===== src/rtl/branch_predictor.sv =====
// Direct-mapped branch target buffer with saturating direction counters.
// Combinational lookup for fetch, resolution/redirect and table update from EX.
module branch_predictor #(
    parameter int XLEN    = 32,
    parameter int ENTRIES = 16,
    parameter int CTR_W   = 2,
    parameter int PERF_W  = 32
) (
    input  logic              clk,
    input  logic              reset,
    input  logic [XLEN-1:0]   if_pc,
    output logic              pred_taken,
    output logic [XLEN-1:0]   pred_npc,
    input  logic              upd_valid,
    input  logic              upd_is_branch,
    input  logic [XLEN-1:0]   upd_pc,
    input  logic              upd_taken,
    input  logic [XLEN-1:0]   upd_target,
    input  logic              upd_pred_taken,
    input  logic [XLEN-1:0]   upd_pred_npc,
    input  logic              flush_all,
    output logic              mispredict,
    output logic [XLEN-1:0]   redirect_pc,
    output logic [PERF_W-1:0] branch_cnt,
    output logic [PERF_W-1:0] mispredict_cnt
);

    localparam int INDEX_W = $clog2(ENTRIES);
    localparam int TAG_W   = XLEN - INDEX_W - 2;
    localparam logic [CTR_W-1:0] CTR_MAX    = '1;
    localparam logic [CTR_W-1:0] CTR_WEAK_T = CTR_W'(1) << (CTR_W - 1);

    logic [ENTRIES-1:0] valid_q, valid_d;
    logic [TAG_W-1:0]   tag_q    [ENTRIES];
    logic [TAG_W-1:0]   tag_d    [ENTRIES];
    logic [XLEN-1:0]    target_q [ENTRIES];
    logic [XLEN-1:0]    target_d [ENTRIES];
    logic [CTR_W-1:0]   ctr_q    [ENTRIES];
    logic [CTR_W-1:0]   ctr_d    [ENTRIES];

    logic [PERF_W-1:0]  branch_cnt_q, branch_cnt_d;
    logic [PERF_W-1:0]  mispredict_cnt_q, mispredict_cnt_d;

    logic [INDEX_W-1:0] if_idx, upd_idx;
    logic [TAG_W-1:0]   if_tag, upd_tag;
    logic               if_hit, uhit;
    logic               act_taken;
    logic [XLEN-1:0]    act_npc;

    always_comb begin
        if_idx     = if_pc[INDEX_W+1:2];
        if_tag     = if_pc[XLEN-1:INDEX_W+2];
        if_hit     = valid_q[if_idx] && (tag_q[if_idx] == if_tag);
        pred_taken = if_hit && ctr_q[if_idx][CTR_W-1];
        pred_npc   = pred_taken ? target_q[if_idx] : if_pc + XLEN'(4);
    end

    always_comb begin
        upd_idx     = upd_pc[INDEX_W+1:2];
        upd_tag     = upd_pc[XLEN-1:INDEX_W+2];
        uhit        = valid_q[upd_idx] && (tag_q[upd_idx] == upd_tag);
        act_taken   = upd_is_branch && upd_taken;
        act_npc     = act_taken ? upd_target : upd_pc + XLEN'(4);
        mispredict  = upd_valid && ((upd_pred_taken != act_taken) || (act_npc != upd_pred_npc));
        redirect_pc = upd_valid ? act_npc : '0;
    end

    // Table next state; flush and reset both suppress writes so no entry survives them.
    always_comb begin
        valid_d  = valid_q;
        tag_d    = tag_q;
        target_d = target_q;
        ctr_d    = ctr_q;
        if (upd_valid && !flush_all && !reset) begin
            if (upd_is_branch) begin
                if (uhit) begin
                    if (upd_taken) begin
                        if (ctr_q[upd_idx] != CTR_MAX) ctr_d[upd_idx] = ctr_q[upd_idx] + CTR_W'(1);
                        target_d[upd_idx] = upd_target;
                    end else if (ctr_q[upd_idx] != '0) begin
                        ctr_d[upd_idx] = ctr_q[upd_idx] - CTR_W'(1);
                    end
                end else if (upd_taken) begin
                    valid_d[upd_idx]  = 1'b1;
                    tag_d[upd_idx]    = upd_tag;
                    target_d[upd_idx] = upd_target;
                    ctr_d[upd_idx]    = CTR_WEAK_T;
                end
            end else if (uhit) begin
                valid_d[upd_idx] = 1'b0;
            end
        end
        if (flush_all) valid_d = '0;
    end

    always_comb begin
        branch_cnt_d     = branch_cnt_q;
        mispredict_cnt_d = mispredict_cnt_q;
        if (upd_valid && upd_is_branch) branch_cnt_d = branch_cnt_q + PERF_W'(1);
        if (mispredict) mispredict_cnt_d = mispredict_cnt_q + PERF_W'(1);
    end

    always_ff @(posedge clk) begin
        if (reset) begin
            valid_q          <= '0;
            branch_cnt_q     <= '0;
            mispredict_cnt_q <= '0;
        end else begin
            valid_q          <= valid_d;
            branch_cnt_q     <= branch_cnt_d;
            mispredict_cnt_q <= mispredict_cnt_d;
        end
    end

    always_ff @(posedge clk) begin
        tag_q    <= tag_d;
        target_q <= target_d;
        ctr_q    <= ctr_d;
    end

    assign branch_cnt     = branch_cnt_q;
    assign mispredict_cnt = mispredict_cnt_q;

endmodule

===== config.mk =====
export PLATFORM = sky130hd
export DESIGN_NAME = branch_predictor
export DESIGN_NICKNAME = d
export VERILOG_FILES = /design/src/rtl/branch_predictor.sv
export SDC_FILE = /design/constraint.sdc
export NUM_CORES = 2
export LEC_CHECK = 0
export BUFFER_PORTS_ARGS = -buffer_cell sky130_fd_sc_hd__buf_2
export CORE_MARGIN = 2
export CORE_UTILIZATION = 45
export CTS_BUF_LIST = sky130_fd_sc_hd__clkbuf_4 sky130_fd_sc_hd__clkbuf_8 sky130_fd_sc_hd__clkbuf_16
export DETAILED_ROUTE_END_ITERATION = 10
export HOLD_SLACK_MARGIN = 0.05
export MAX_ROUTING_LAYER = met4
export SLEW_MARGIN = 20
export SYNTH_ARGS = -nofsm -noshare
export SYNTH_HDL_FRONTEND = slang
export SYNTH_SLANG_ARGS = --single-unit

===== constraint.sdc =====
create_clock -name clk -period 4.6 [get_ports clk]
set_input_delay 0.46 -clock clk [delete_from_list [all_inputs] [get_ports clk]]
set_output_delay 0.46 -clock clk [all_outputs]
set_load 0.01 [all_outputs]

* After elaboration in Yosys (flattened, before gate mapping)
Cells that the tools add are included.
** Storage, ports and cells
- Bits in registers :: 1040
- Bits in latches :: 0
- RAM bits :: 0
- Memory bits (read-only) :: 0
- Input bits :: 135
- Memories :: 0
** Cells by class
- Add/sub/neg operators :: 6
- $mul :: 0
- Divide/modulo/power cells :: 0
- Magnitude comparators :: 6
- Eq/ne operators :: 7
- Shifts and indexed selects :: 0
- Multiplexer cells :: 43
- Bitwise operators :: 9
- Reductions and logical operators :: 22
** Operator list (count)
- $bwmux 512 :: 1
- $bwmux 416 :: 1
- $mux 32 :: 11
- $bmux 26 s4 :: 2
- $mux 26 :: 5
- $bmux 32 s4 :: 1
- $demux 32 s4 :: 1
- $demux 26 s4 :: 1
- $add 32x1->32 const B :: 2
- $add 32x3->32 const B :: 2
- $bwmux 32 :: 2
- $mux 16 :: 4
- $eq 26x26->1 :: 2
- $and 16x16->16 :: 2
- $ne 32x32->1 :: 1
- $not 16->16 :: 2
- $or 16x16->16 :: 2
- $bmux 2 s4 :: 2
- $ge 5x5->1 const B :: 2
- $logic_and 1x1->1 :: 10
- $lt 4x5->1 const B :: 2
- $mux 2 :: 5
- $not 4->5 :: 2
- $bmux 1 s4 :: 2
- 18 further kinds :: 26

* Depth between registers and ports, before layout
- Word-level depth :: 9
- Mapped depth :: 20

* Worst setup path before layout
OpenSTA, ideal clock, no wires.
- Kind :: input -> register
- From :: in upd_pc[2]
- To :: reg tag_q[312] (netlist name) (enable)
- Setup time :: 409 ps
- Arrival :: 4480 ps
- Setup slack :: -289 ps
- Cell stages on the path :: 16
- Buffers on the path :: 6
- Cell sequence :: buf_6 -> buf_6 -> buf_4 -> buf_6 -> mux4_2 -> and3_1 -> nor4_1 -> nand3_1 -> nand4b_1 -> nor4_4 -> buf_4 -> inv_1 -> ha_1 -> nand4_1 -> clkbuf_1 -> nor2_1
** Between the ends
- Cells in the longest elaborated chain, start to end :: 8
** Ends and longest elaborated chain
- start: declaration :: RTL line 16 : input logic [XLEN-1:0] upd_pc,
- $not 4->5 (implied by the code) :: RTL line 61 : uhit = valid_q[upd_idx] && (tag_q[upd_idx] == upd_tag);
- $bmux 26 s4 :: RTL line 61
- $mux 26 (implied by the code) (2 in series) :: RTL line 61
- $eq 26x26->1 :: RTL line 61
- $logic_and 1x1->1 (*) :: RTL line 61
- $not 1->1 (no source line) (*)
- $reduce_and 4->1 (no source line) (*)
- end signal: assignment :: RTL line 116 : tag_q <= tag_d;
- end: declaration :: RTL line 34 : logic [TAG_W-1:0] tag_q [ENTRIES];
Mark *: on every way between the ends. The rest lies on a longest branch, timed or not. The select of a mux whose other input is x is not followed.
A chain may end at the register's enable or synchronous reset.

* Worst setup path in the final report
- From :: reg tag_q[145] (netlist name)
- To :: out pred_npc[12]
** Between the ends
- Cells in the longest elaborated chain, start to end :: 7
** Ends and longest elaborated chain
- $bmux 26 s4 :: RTL line 53 : if_hit = valid_q[if_idx] && (tag_q[if_idx] == if_tag);
- $mux 26 (implied by the code) (2 in series) :: RTL line 53
- $eq 26x26->1 :: RTL line 53
- $logic_and 1x1->1 :: RTL line 53
- $logic_and 1x1->1 :: RTL line 54 : pred_taken = if_hit && ctr_q[if_idx][CTR_W-1];
- $mux 32 :: RTL line 55 : pred_npc = pred_taken ? target_q[if_idx] : if_pc + XLEN'(4);
- end: declaration :: RTL line 13 : output logic [XLEN-1:0] pred_npc,
No other way between the ends. The select of a mux whose other input is x is not followed.

==> impl_metrics.env <==
export IMPL_setup_tns_final_ns=0
export IMPL_multiInputGateArea_sq_um=17600
export IMPL_portBuffers=264
export IMPL_p_leak_nw=19.0
export IMPL_clock_sinks=1040
export IMPL_drv_cap=0
export IMPL_cp_common_cell="buf_4"
export IMPL_slowest_stage="mux4_2"
export IMPL_syn_area_sq_um=49000
export IMPL_gp_congestion=0.963
export IMPL_grt_pass1_wl_microns=231000
export IMPL_via_per_inst=6.47
export IMPL_maxSlewHeadroom=0.341
export IMPL_chipWidth_microns=334
export IMPL_cts_buffers=107
export IMPL_drive_gt1_frac=0.314
export IMPL_drt_wirelength_per_cell_microns=33.1
export IMPL_ys_flop_type="edfxtp_1"
export IMPL_tritoncts="yes"
export IMPL_h_tree_depth=3
export IMPL_setup_violations=0
export IMPL_antenna_found_initial=17
export IMPL_async_flop_share=0
export IMPL_root_buffer="clkbuf_16"
export IMPL_worstPathRequired_ns=4.14
export IMPL_dp_hpwl_microns=112000
export IMPL_ys_types=91
export IMPL_holdWs_ns=0.145
export IMPL_grt_pass1_vias=31400
export IMPL_layout_worst_path_cycle_share=0.964
export IMPL_intPower_w=0.0162
export IMPL_die_area_sq_um=112000
export IMPL_synthTopCellsByCount="960 x edfxtp_1, 366 x mux4_2, 183 x nor2_1"
export IMPL_hp_class="primary input to flop"
export IMPL_ys_seq_elements=1040
export IMPL_switching_share=0.238
export IMPL_core_sq_um=108000
export IMPL_seqCellArea_sq_um=30400
export IMPL_rsz0062_at_grt="false"
export IMPL_path_cells="mux4_2 > mux4_2 > xnor2_1 > o2111ai_1 > nor4b_1 > buf_4 > nand3_4 > buf_12 > nor2_1 > buf_4 > a21oi_4 > buf_4 > buf_2"
export IMPL_firstDrtPassIters=6
export IMPL_clk_pin_slew_ns=0.06
export IMPL_cp_max_fo=21
export IMPL_start_kind="flop"
export IMPL_maxSlewViolCount=0
export IMPL_finalHoldViolations=0
export IMPL_crit_start="tag_q[145]$_DFFE_PP_"
export IMPL_drc=0
export IMPL_clk_latency_ns=0.73
export IMPL_fillers=8832
export IMPL_yosysSeqAreaShare=0.621
export IMPL_area_delta_synth_final_pct=16.4
export IMPL_synth_avg_cell_area_sq_um=16.1
export IMPL_pwr_share_seq=0.486
export IMPL_critPathArrivalTime_ns=3.97
export IMPL_wl_microns=163000
export IMPL_grt_max_degree=73
export IMPL_p_sw_w=0.00506
export IMPL_synth_edff_count=960
export IMPL_track_usage=0.299
export IMPL_row_count=121
export IMPL_drt_iter0_markers=4324
export IMPL_io_pins=265
export IMPL_power_density_nw_per_um2=373
export IMPL_ir_worst_vdd_mv=0.379
export IMPL_postRouteAntennaNets=0
export IMPL_r2r_start="tag_q[274]$_DFFE_PP_"
export IMPL_fin_skew_ns=0.0338
export IMPL_pwr_share_clk=0.425
export IMPL_comb_power_share=0.089
export IMPL_synth_nets=3187
export IMPL_max_stage_delay_ns=0.58
export IMPL_status="finished clean"
export IMPL_cp_top_family="multiplexers"
export IMPL_synth_largest_area_cell="edfxtp_1"
export IMPL_synthCells=3042
export IMPL_yosysMostFrequentCell="edfxtp_1"
export IMPL_cp_end_kind="primary output"
export IMPL_crit_type="flop to primary output"
export IMPL_min_period_ns=4.43
export IMPL_yosysTopAreaCellShare=0.588
export IMPL_r2r_setup_slack_ns=0.55
export IMPL_die_h_microns=334
export IMPL_overflow=0
export IMPL_synth_top_cells_by_area="edfxtp_1 59%, mux4_2 17%, dfxtp_1 3.3%"
export IMPL_tightest_slew_ns=0.989
export IMPL_finalNetCount=3557
export IMPL_critPathBufInv=5
export IMPL_start_util=0.452
export IMPL_ys_warn_count=0
export IMPL_min_delay_start="upd_target[9]"
export IMPL_cts_path_max_buffers=3
export IMPL_fmax_ghz=0.226
export IMPL_vias=31900
layout by cell type (no fill, tap or decap), drive strengths merged, types with 33 or more instances in the layout:
cell type | synthesis | final
mux2i | 96 | 96
nand3 | 70 | 70
xor2 | 70 | 70
inv | 34 | 42
clkinv | 3 | 46
xnor2 | 80 | 80
mux4 | 373 | 373
nand2 | 146 | 146
and3 | 36 | 36
o22ai | 41 | 41
buf | 97 | 483
nor4 | 42 | 42
a21oi | 91 | 91
o21ai | 84 | 84
or4 | 33 | 33
nand4 | 56 | 56
edfxtp | 960 | 960
clkbuf | 127 | 130
dfxtp | 80 | 80
nor2 | 184 | 184
through the flow:
stage	power (W)	utilization	worst slack (ns)	std cells	instance area (sq um)
CTS	0.0214	0.526	0.0385	4917	57000
global route	0.0218	0.526	0.0490	4926	57000
detailed placement	0.0124	0.491	-0.0832	4716	53200
finish	0.0213	0.526	0.166	4934	57000
global placement	0.0124	0.491	-0.152	4716	53200
floorplan	0.0116	-	-0.289	3042	49000
area by class of cell:
class | count | share of cell area
tap | 1414 | 0.0310
clock buffer | 129 | 0.0504
sequential | 1040 | 0.533
inverter | 37 | 0.00243
clock inverter | 71 | 0.0145
multi-input combinational | 1741 | 0.309
timing repair buffer | 485 | 0.0587
antenna | 17 | 0.000746
per-layer routing:
layer	up-vias	track usage	part of all wire
met3	315	0.0616	0.097
met2	1800	0.455	0.46
met1	16600	0.401	0.40
li1	13200	-	-
met4	0	0.107	0.040
met5	-	-	0
worst paths after layout:
kind                             endpoint  cells past startpoint
setup / recovery             pred_npc[12]                     13
hold / removal    target_q[169]$_DFFE_PP_                      1
hold reg to reg                      flop                      2
setup reg to reg                     flop                     13
state kept, by name (all words and copies together) (netlist names), named ones only:
register        cells
tag_q             416
branch_cnt         32
target_q          512
ctr_q              32
mispredict_cnt     32
what timing repair did:
item                                   in CTS  in global routing
buffers inserted                            0                  0
cloned                                      0                  0
resized for setup                           3                  4
hold buffers                                1                  0
setup endpoints to repair                   2                  7
endpoints found under the hold margin       1                  0
power groups by stage:
stage	Clock, W	Sequential, W	Combinational (W)
2_1_floorplan	0	0.0105	0.00101
3_3_place_gp	0	0.0105	0.00184
3_5_place_dp	0	0.0105	0.00186
4_1_cts	0.00917	0.0103	0.00187
5_1_grt	0.00953	0.0103	0.00198
6_report	0.00906	0.0103	0.00189
logic make-up (layout without fill, tap and decap cells):
family	after synthesis	in the layout	share of synthesized area
compound gates	424	424	0.0575
xor+xnor	151	151	0.0273
fa+ha+maj	10	10	0.00255
buf+inv	261	722	0.0261
flops	1040	1040	0.621
mux	476	476	0.193
other cells	0	17	0
simple gates	680	680	0.0724
Note: power is estimated with default switching activity, not from simulation.
